===== config.mk =====
export PLATFORM = sky130hd
export DESIGN_NAME = instr_fetch_unit
export DESIGN_NICKNAME = d
export VERILOG_FILES = /design/src/rtl/instr_fetch_unit.sv
export SDC_FILE = /design/constraint.sdc
export NUM_CORES = 1
export LEC_CHECK = 0
export CAP_MARGIN = 20
export CORE_MARGIN = 2
export CORE_UTILIZATION = 50
export DETAILED_ROUTE_END_ITERATION = 10
export MAX_ROUTING_LAYER = met4
export PLACE_DENSITY = 0.83
export SYNTH_ARGS = -nofsm -noshare
export SYNTH_HDL_FRONTEND = slang
export SYNTH_SLANG_ARGS = --single-unit

===== constraint.sdc =====
create_clock -name CLK -period 5.2 [get_ports CLK]
set_clock_uncertainty 0.1 [all_clocks]
set_input_delay 0.52 -clock CLK [delete_from_list [all_inputs] [get_ports CLK]]
set_output_delay 0.52 -clock CLK [all_outputs]
set_load 0.03 [all_outputs]

===== src/rtl/instr_fetch_unit.sv =====
// Instruction fetch unit: sequential BRAM fetch into a 2-entry {pc, instr} buffer with redirect flush.
// Define INSTR_FETCH_PERF_EN to add the perf_fetched / perf_stall counter outputs.
module instr_fetch_unit #(
    parameter int                    ADDR_WIDTH = 10,
    parameter int                    DATA_WIDTH = 32,
    parameter logic [ADDR_WIDTH+1:0] RESET_PC   = '0
) (
    input  logic                  CLK,
    input  logic                  RST,
    output logic [ADDR_WIDTH-1:0] bram_rd_addr,
    output logic                  bram_re,
    input  logic [DATA_WIDTH-1:0] bram_do,
    input  logic                  bram_do_valid,
    output logic                  out_valid,
    input  logic                  out_ready,
    output logic [DATA_WIDTH-1:0] out_instr,
    output logic [ADDR_WIDTH+1:0] out_pc,
    input  logic                  redirect_valid,
    input  logic [ADDR_WIDTH+1:0] redirect_pc
`ifdef INSTR_FETCH_PERF_EN
    ,
    output logic [31:0]           perf_fetched,
    output logic [31:0]           perf_stall
`endif
);
    localparam int              PW               = ADDR_WIDTH + 2;
    localparam logic [PW-1:0]   PC_ALIGN_MASK    = ~PW'(3);
    localparam logic [PW-1:0]   RESET_PC_ALIGNED = RESET_PC & PC_ALIGN_MASK;

    typedef enum logic [1:0] {BOOT, RUN, FLUSH} state_t;

    state_t                  state_reg, state_next;
    logic [PW-1:0]           fetch_pc_reg, fetch_pc_next;
    logic                    inflight_reg;
    logic [PW-1:0]           inflight_pc_reg;
    logic [PW-1:0]           fifo_pc_reg    [2];
    logic [DATA_WIDTH-1:0]   fifo_instr_reg [2];
    logic                    rd_ptr_reg, wr_ptr_reg;
    logic [1:0]              count_reg;
    logic                    push, pop, flush;
    logic [2:0]              occupancy;

    assign out_valid    = (count_reg != 2'd0);
    assign pop          = out_valid && out_ready;
    assign out_instr    = out_valid ? fifo_instr_reg[rd_ptr_reg] : '0;
    assign out_pc       = out_valid ? fifo_pc_reg[rd_ptr_reg] : '0;
    assign bram_rd_addr = fetch_pc_reg[PW-1:2];

    // A slot freed by this cycle's pop is already available to a new request,
    // which is what keeps the stream at one instruction per cycle.
    assign occupancy = {1'b0, count_reg} - {2'b00, pop} + {2'b00, inflight_reg};

    always_ff @(posedge CLK or posedge RST) begin
        if (RST) state_reg <= BOOT;
        else     state_reg <= state_next;
    end

    always_comb begin
        state_next    = state_reg;
        fetch_pc_next = fetch_pc_reg;
        bram_re       = 1'b0;
        push          = 1'b0;
        flush         = 1'b0;
        if (redirect_valid) begin
            // Redirect beats any push; the response arriving now is simply dropped.
            flush         = 1'b1;
            fetch_pc_next = redirect_pc & PC_ALIGN_MASK;
            state_next    = inflight_reg ? FLUSH : RUN;
        end else begin
            case (state_reg)
                BOOT:  state_next = RUN;
                RUN: begin
                    push = inflight_reg && bram_do_valid;
                    if (occupancy < 3'd2) begin
                        bram_re       = 1'b1;
                        fetch_pc_next = fetch_pc_reg + PW'(4);
                    end
                end
                FLUSH:   state_next = RUN;
                default: state_next = BOOT;
            endcase
        end
    end

    always_ff @(posedge CLK or posedge RST) begin
        if (RST) begin
            fetch_pc_reg    <= RESET_PC_ALIGNED;
            inflight_reg    <= 1'b0;
            inflight_pc_reg <= '0;
            rd_ptr_reg      <= 1'b0;
            wr_ptr_reg      <= 1'b0;
            count_reg       <= 2'd0;
        end else begin
            fetch_pc_reg <= fetch_pc_next;
            inflight_reg <= bram_re;
            if (bram_re) inflight_pc_reg <= fetch_pc_reg;
            if (flush) begin
                rd_ptr_reg <= 1'b0;
                wr_ptr_reg <= 1'b0;
                count_reg  <= 2'd0;
            end else begin
                if (push) wr_ptr_reg <= ~wr_ptr_reg;
                if (pop)  rd_ptr_reg <= ~rd_ptr_reg;
                count_reg <= count_reg + {1'b0, push} - {1'b0, pop};
            end
        end
    end

    // Buffer storage needs no reset: outputs are masked while the buffer is empty.
    for (genvar gi = 0; gi < 2; gi++) begin : g_fifo
        always_ff @(posedge CLK) begin
            if (push && (wr_ptr_reg == 1'(gi))) begin
                fifo_pc_reg[gi]    <= inflight_pc_reg;
                fifo_instr_reg[gi] <= bram_do;
            end
        end
    end

`ifdef INSTR_FETCH_PERF_EN
    logic [31:0] perf_fetched_reg, perf_stall_reg;

    always_ff @(posedge CLK or posedge RST) begin
        if (RST) begin
            perf_fetched_reg <= '0;
            perf_stall_reg   <= '0;
        end else begin
            perf_fetched_reg <= perf_fetched_reg + 32'(pop);
            perf_stall_reg   <= perf_stall_reg + 32'(out_valid && !out_ready);
        end
    end

    assign perf_fetched = perf_fetched_reg;
    assign perf_stall   = perf_stall_reg;
`endif
endmodule


[Yosys cells after proc, flatten, opt, wreduce, memory -nomap -nowiden]
Memory sizes are Yosys's and may differ from the RTL's.
Index checks and enable logic that the tools add are counted.
Cells by class
  magnitude comparators: 1
  reductions and logical operators: 14
  bitwise logic cells: 2
  add/sub/neg operators: 5
  muxes and demuxes: 29
  eq/ne operators: 3
Operators with widths (count)
  32-bit 2-to-1 mux: 2
  12-bit 2-to-1 mux: 5
  32-bit OR reduction: 1
  1-bit 2-to-1 mux: 18
  12-bit by 3-bit adder with 12-bit output (second input constant): 1
  12-bit OR reduction: 1
  2-bit nonzero test: 5
  2-bit 2-to-1 mux: 3
  1-bit logical AND: 4
  2-bit case mux with 2 select lines: 1
  3-bit by 1-bit adder with 3-bit output: 1
  3-bit by 2-bit less-than comparator with 1-bit output (second input constant): 1
  2-bit by 1-bit subtractor with 3-bit output: 1
  2-bit by 1-bit adder with 2-bit output: 1
  2-bit by 1-bit == test with 1-bit output (second input constant): 1
  2-bit == test (second input constant): 1
  2-bit logical NOT: 1
  2-bit inequality test (second input constant): 1
  1-bit inverter: 2
  2-bit AND reduction: 1
  2-bit OR reduction: 1
  2-bit by 1-bit subtractor with 2-bit output: 1
Word-level totals
  bits in registers: 31
  output and inout port bits: 56
  RAM bits: 88
  input bits: 49
  word-level logic and storage cells: 63
  memories: 2
Memories
  fifo_instr_reg: words 2, bits a word 32, read ports 1, clocked after memory_dff 0, wr ports 1, line 37  | logic [DATA_WIDTH-1:0] fifo_instr_reg [2];
  fifo_pc_reg: words 2, bits a word 12, read ports 1, clocked after memory_dff 0, wr ports 1, line 36  | logic [PW-1:0] fifo_pc_reg [2];

[Depth between registers and ports, before layout]
  depth after elaboration: 8
  mapped depth: 8
  mapped depth without buffers: 8

[Worst setup path before layout]
No wires, ideal clock.
  path type: input port to flip-flop
  start: in redirect_valid
  end: mem fifo_instr_reg[0][0] (enable)
  setup slack: 0.788 ns
  arrival time: 3.818 ns
  path buffers: 2
  cell stages on the path: 3
  required time: 4.606 ns
  setup time: 0.494 ns
  cell sequence: clkbuf_1 clkbuf_1 nor3_1
On the way
  longest elaborated chain between the ends: 6
  elaborated cells on any way between the ends: 10
  classes of those cells: mux (7); reduce/logical (3)
Ends and longest elaborated chain
  start, declared: line 18  | input logic redirect_valid,
  1-bit 2-to-1 mux (*): line 64  | if (redirect_valid) begin
  1-bit logical AND: line 112  | if (push && (wr_ptr_reg == 1'(gi))) begin
  1-bit 2-to-1 mux: line 112
  1-bit 2-to-1 mux (not written as such): line 114  | fifo_instr_reg[gi] <= bram_do;
  32-bit OR reduction (no line)
  1-bit 2-to-1 mux (no line)
  end, declared: line 37
Mark *: on every way between the ends. The rest lies on a longest branch, timed or not.

[Final worst setup path]
  start: in out_ready
  end: out bram_re
On the way
  longest elaborated chain between the ends: 7
Ends and longest elaborated chain
  start, declared: line 15  | input logic out_ready,
  1-bit logical AND: line 44  | assign pop = out_valid && out_ready;
  2-bit by 1-bit subtractor with 3-bit output: line 51  | assign occupancy = {1'b0, count_reg} - {2'b00, pop} + {2'b00, inflight_reg};
  3-bit by 1-bit adder with 3-bit output: line 51
  3-bit by 2-bit less-than comparator with 1-bit output: line 74  | if (occupancy < 3'd2) begin
  1-bit 2-to-1 mux: line 74
  1-bit 2-to-1 mux: line 70  | case (state_reg)
  1-bit 2-to-1 mux: line 64
  end, declared: line 11  | output logic bram_re,
No other way between the ends.

==> key figures <==
Outcome
  – Status: finished, final reports clean

Floorplan
  – Site Rows: 34
  – Top-Level Pins: 105
  – Vert. Die Dim: 98.4 um
  – Initial core utilization: ~51%
  – Area of the die: approximately 9700 um^2
  – Die Span X: around 100 um
  – Core area: approximately 8700 um^2

Routing
  – Via density per instance: 5.21
  – First-pass DRT Iterations: 4
  – Violation count after the first detailed-routing iteration: 169
  – Residual antenna-violating net count after detailed routing: 0
  – Total number of vias: roughly 2700
  – Total wirelength of the detailed-routed design: approximately 8500 um
  – Detail-routed net length per standard cell: 16.6 um
  – DRC violation count after routing: 0

Place
  – Number of port buffers: 100
  – Placer Congestion: 0.801
  – Total half-perimeter wirelength after legalization and detailed placement: 5710 um
  – Area of placed instances: 5570 um^2
  – Dpl ws: 1.22 ns

Layout
  – Flip-flop count of the largest register after layout: 64
  – Share of layout cells above drive strength 1: 8.42%
  – Area of all placed cells without fillers: 5790 um^2
  – Count of nets after finishing: between 400 and 500
  – Antenna cells: 0
  – Number of inserted filler cells in the final layout: 647
  – Growth of design area from synthesis to finish: 30.0%

Clock tree
  – TritonCTS sink count: between 100 and 150
  – Number of buffers created by CTS: 9
  – Worst-case clock buffer depth: 2
  – Maximum level of the CTS H-tree: 3
  – CTS hold repair buffers: 0
  – Clock transition at path regs: ~0.10 ns
  – Latest clock arrival within the worst-skew pair: ~0.35 ns
  – Clock tree root buffer cell: sky130_fd_sc_hd__clkbuf_8
  – Number of cells upsized or downsized after cts: 0
  – Setup Fix Bufs, Post-CTS: 0
  – CTS tree: built

Global routing
  – All-Layer GR Usage: 18.4%
  – Number of global-route vias before repair: 2637
  – Antenna violations before repair: 0
  – Aggregate global routing overflow: 0
  – Maximum number of pins on one net before global-route repair: 44
  – First-pass GRT wire length: 13400 um

Timing
  – Post-route fraction of the period consumed by the critical path: 76.0%
  – Final Hold Fails: 0
  – Number of failing setup endpoints in the final timing report: 0
  – Shortest period the worst path allows: 3.95 ns
  – Maximum achievable frequency: about 250 MHz
  – Number of pins with negative max-slew slack in the final report: 0
  – Transition time at the pin with the least slew margin: around 1.0 ns
  – Slew margin rel.: between 30% and 40%
  – Final total negative setup slack: 0 ns
  – Setup repair after global routing missed its margin: false
  – Worst path setup slack after routing: 1.25 ns

Setup path
  – Startpoint types: input port
  – Delay of the slowest cell on the worst path: 0.69 ns
  – Slowest cell on the critical path: sky130_fd_sc_hd__clkdlybuf4s50_1
  – Buffers and inverters on the worst path: 3
  – Classification of the worst setup path: in -> out
  – Setup slack of the worst register-to-register path: between 2 and 2.5 ns
  – Arrival time at the worst endpoint: 3.33 ns
  – Worst path most repeated cell: sky130_fd_sc_hd__clkdlybuf4s50_1
  – Origin of the critical flop-to-flop path: count_reg[1]$_DFF_PP0_
  – Worst EP required: 4.58 ns
  – Worst-path maximum fanout: 12
  – Critical Path End Type: output port
  – Kind of cell adding the most delay to the critical path: buffers and inverters
  – Worst Reg2Reg Path Length in Cells: 8
  – Crit-path cells: clkdlybuf4s50_1 > nand2_1 > nor2_1 > o21ai_0 > fa_1 > nand3b_1 > nor3_1 > buf_4 > clkdlybuf4s50_1
  – Endpoint of the worst-slack reg-to-reg timing path: fetch_pc_reg[11]$_DFFE_PP0P_

Synth
  – Xor and xnor fraction of the mapped netlist area: approximately 2.7%
  – Share of synthesized flip-flops with an asynchronous set or reset: 24.3%
  – Post-synthesis instance area: 4450 um^2
  – Biggest area contributors in the synthesized netlist: sky130_fd_sc_hd__edfxtp_1 57%, sky130_fd_sc_hd__dfrtp_1 15%, sky130_fd_sc_hd__mux2i_1 9.7%, sky130_fd_sc_hd__nor2_1 4.4%, sky130_fd_sc_hd__mux2_2 2.8%
  – Leading cell type by number of instances after synthesis: sky130_fd_sc_hd__edfxtp_1
  – Share of the synthesized area in compound gates (AO/OA/AOI/OAI): 1.57%
  – Portion of netlist area occupied by mux cells: 12.5%
  – Register bit total from synthesis: 111
  – Leading cell types by count after synthesis: 84 x sky130_fd_sc_hd__edfxtp_1, 52 x sky130_fd_sc_hd__nor2_1, 43 x sky130_fd_sc_hd__mux2i_1
  – Cell variety after synth: 32
  – Simple-Gate Fraction of Synth Area: 8.63%
  – Top flip-flop cell by instance count after synthesis: sky130_fd_sc_hd__edfxtp_1
  – Number of flops mapped to enable cells by yosys: 84
  – Fraction of post-synthesis cell area in the top cell type by area: 56.7%
  – Adder-cell share of the synthesized area: 1.01%
  – Largest area contributor in the synthesized netlist: sky130_fd_sc_hd__edfxtp_1
  – Share of the yosys chip area belonging to registers: 71.8%
  – Dominant combinational cell family by area after synthesis: multiplexers
  – Synth Area per Inst: 14.9 um^2
  – Cells after synthesis: 298
  – Synth warnings: 0

Pwr
  – Leakage power: 1.98 nW
  – Power per cell area: 441 nW/um^2
  – Peak supply drop: 0.253 mV

Worst hold path
  – Class of the worst hold path: in -> async

Run
  – Max-cap violations: 0
==> layout by cell type (no fill, tap or decap), types with 3 or more instances in the layout <==
master / count
sky130_fd_sc_hd__buf_4: 3
sky130_fd_sc_hd__clkbuf_8: 9
sky130_fd_sc_hd__clkdlybuf4s50_1: 100
sky130_fd_sc_hd__clkinv_4: 3
sky130_fd_sc_hd__dfrtp_1: 26
sky130_fd_sc_hd__edfxtp_1: 84
sky130_fd_sc_hd__inv_1: 3
sky130_fd_sc_hd__mux2_2: 11
sky130_fd_sc_hd__mux2i_1: 43
sky130_fd_sc_hd__nand2_1: 12
sky130_fd_sc_hd__nand3_1: 3
sky130_fd_sc_hd__nor2_1: 51
sky130_fd_sc_hd__nor3_1: 3
sky130_fd_sc_hd__nor4_1: 3
sky130_fd_sc_hd__o21ai_0: 8
sky130_fd_sc_hd__xnor2_1: 9
sky130_fd_sc_hd__xor2_1: 3
==> cell families after synthesis <==
family          count (synthesis)
compound gates                 12
fa+ha+maj                       3
other cells                     1
buf+inv                        18
mux                            54
flops                         111
simple gates                   86
xor+xnor                       13
==> how the worst max path moves through the flow <==
stage	endpoint	slack [ns]	from	cells after the start
2_1_floorplan	fifo_instr_reg[0][0]$_DFFE_PP_	0.79	redirect_valid	3
3_3_place_gp	bram_re	1.36	out_ready	9
3_5_place_dp	bram_re	1.22	out_ready	9
4_1_cts	bram_re	1.23	out_ready	9
5_1_grt	bram_re	1.07	out_ready	9
6_report	bram_re	1.25	out_ready	9
==> through the flow <==
step,power (mW),hold slack (ns),utilization (%),instances
after global routing,2.67,0.379,66.7,512
after detailed placement,2.07,0.358,64.1,495
after floorplan,1.74,0.338,-,299
final,2.55,0.368,66.7,512
after CTS,2.57,0.386,66.4,511
after global placement,2.04,0.350,64.1,495
==> where the power goes <==
group	internal, mW	leakage, nW	total, mW	switching [mW]
combinational	0.384	0.794	0.865	0.481
clock	0.226	0.0985	0.508	0.281
sequential	1.08	1.09	1.18	0.0989
total	1.69	1.98	2.55	0.861
==> worst reg2reg max path, cell delays in order, from the launching register on <==
cell	delay [ns]
sky130_fd_sc_hd__dfrtp_1	0.55
sky130_fd_sc_hd__nand2_1	0.08
sky130_fd_sc_hd__nor2_1	0.18
sky130_fd_sc_hd__o21ai_0	0.16
sky130_fd_sc_hd__fa_1	0.54
sky130_fd_sc_hd__nand3b_1	0.19
sky130_fd_sc_hd__or4b_1	0.57
sky130_fd_sc_hd__or4_1	0.48
sky130_fd_sc_hd__a31oi_1	0.17
==> final cells by class <==
| type | instances | area, um^2 | area share (%) |
|---|---|---|---|
| flip-flops and latches | 111 | 3200 | 55.3 |
| multi-input cells | 170 | 1200 | 20.7 |
| repair buffers | 104 | 1050 | 18.2 |
| well taps | 108 | 135 | 2.33 |
| clock buffers | 10 | 128 | 2.20 |
| clock inverters | 6 | 68.8 | 1.19 |
| inverters | 3 | 11.3 | 0.195 |
==> per-layer routing <==
metal | part of all wire, % | vias up | global-route usage [%]
li1 | - | 1272 | -
met1 | 44 | 1312 | 24.4
met2 | 50 | 77 | 29.5
met3 | 4.3 | 9 | 2.65
met4 | 1.2 | 0 | 6.74
met5 | 0 | - | -
Note: power is estimated with default switching activity, not from simulation.
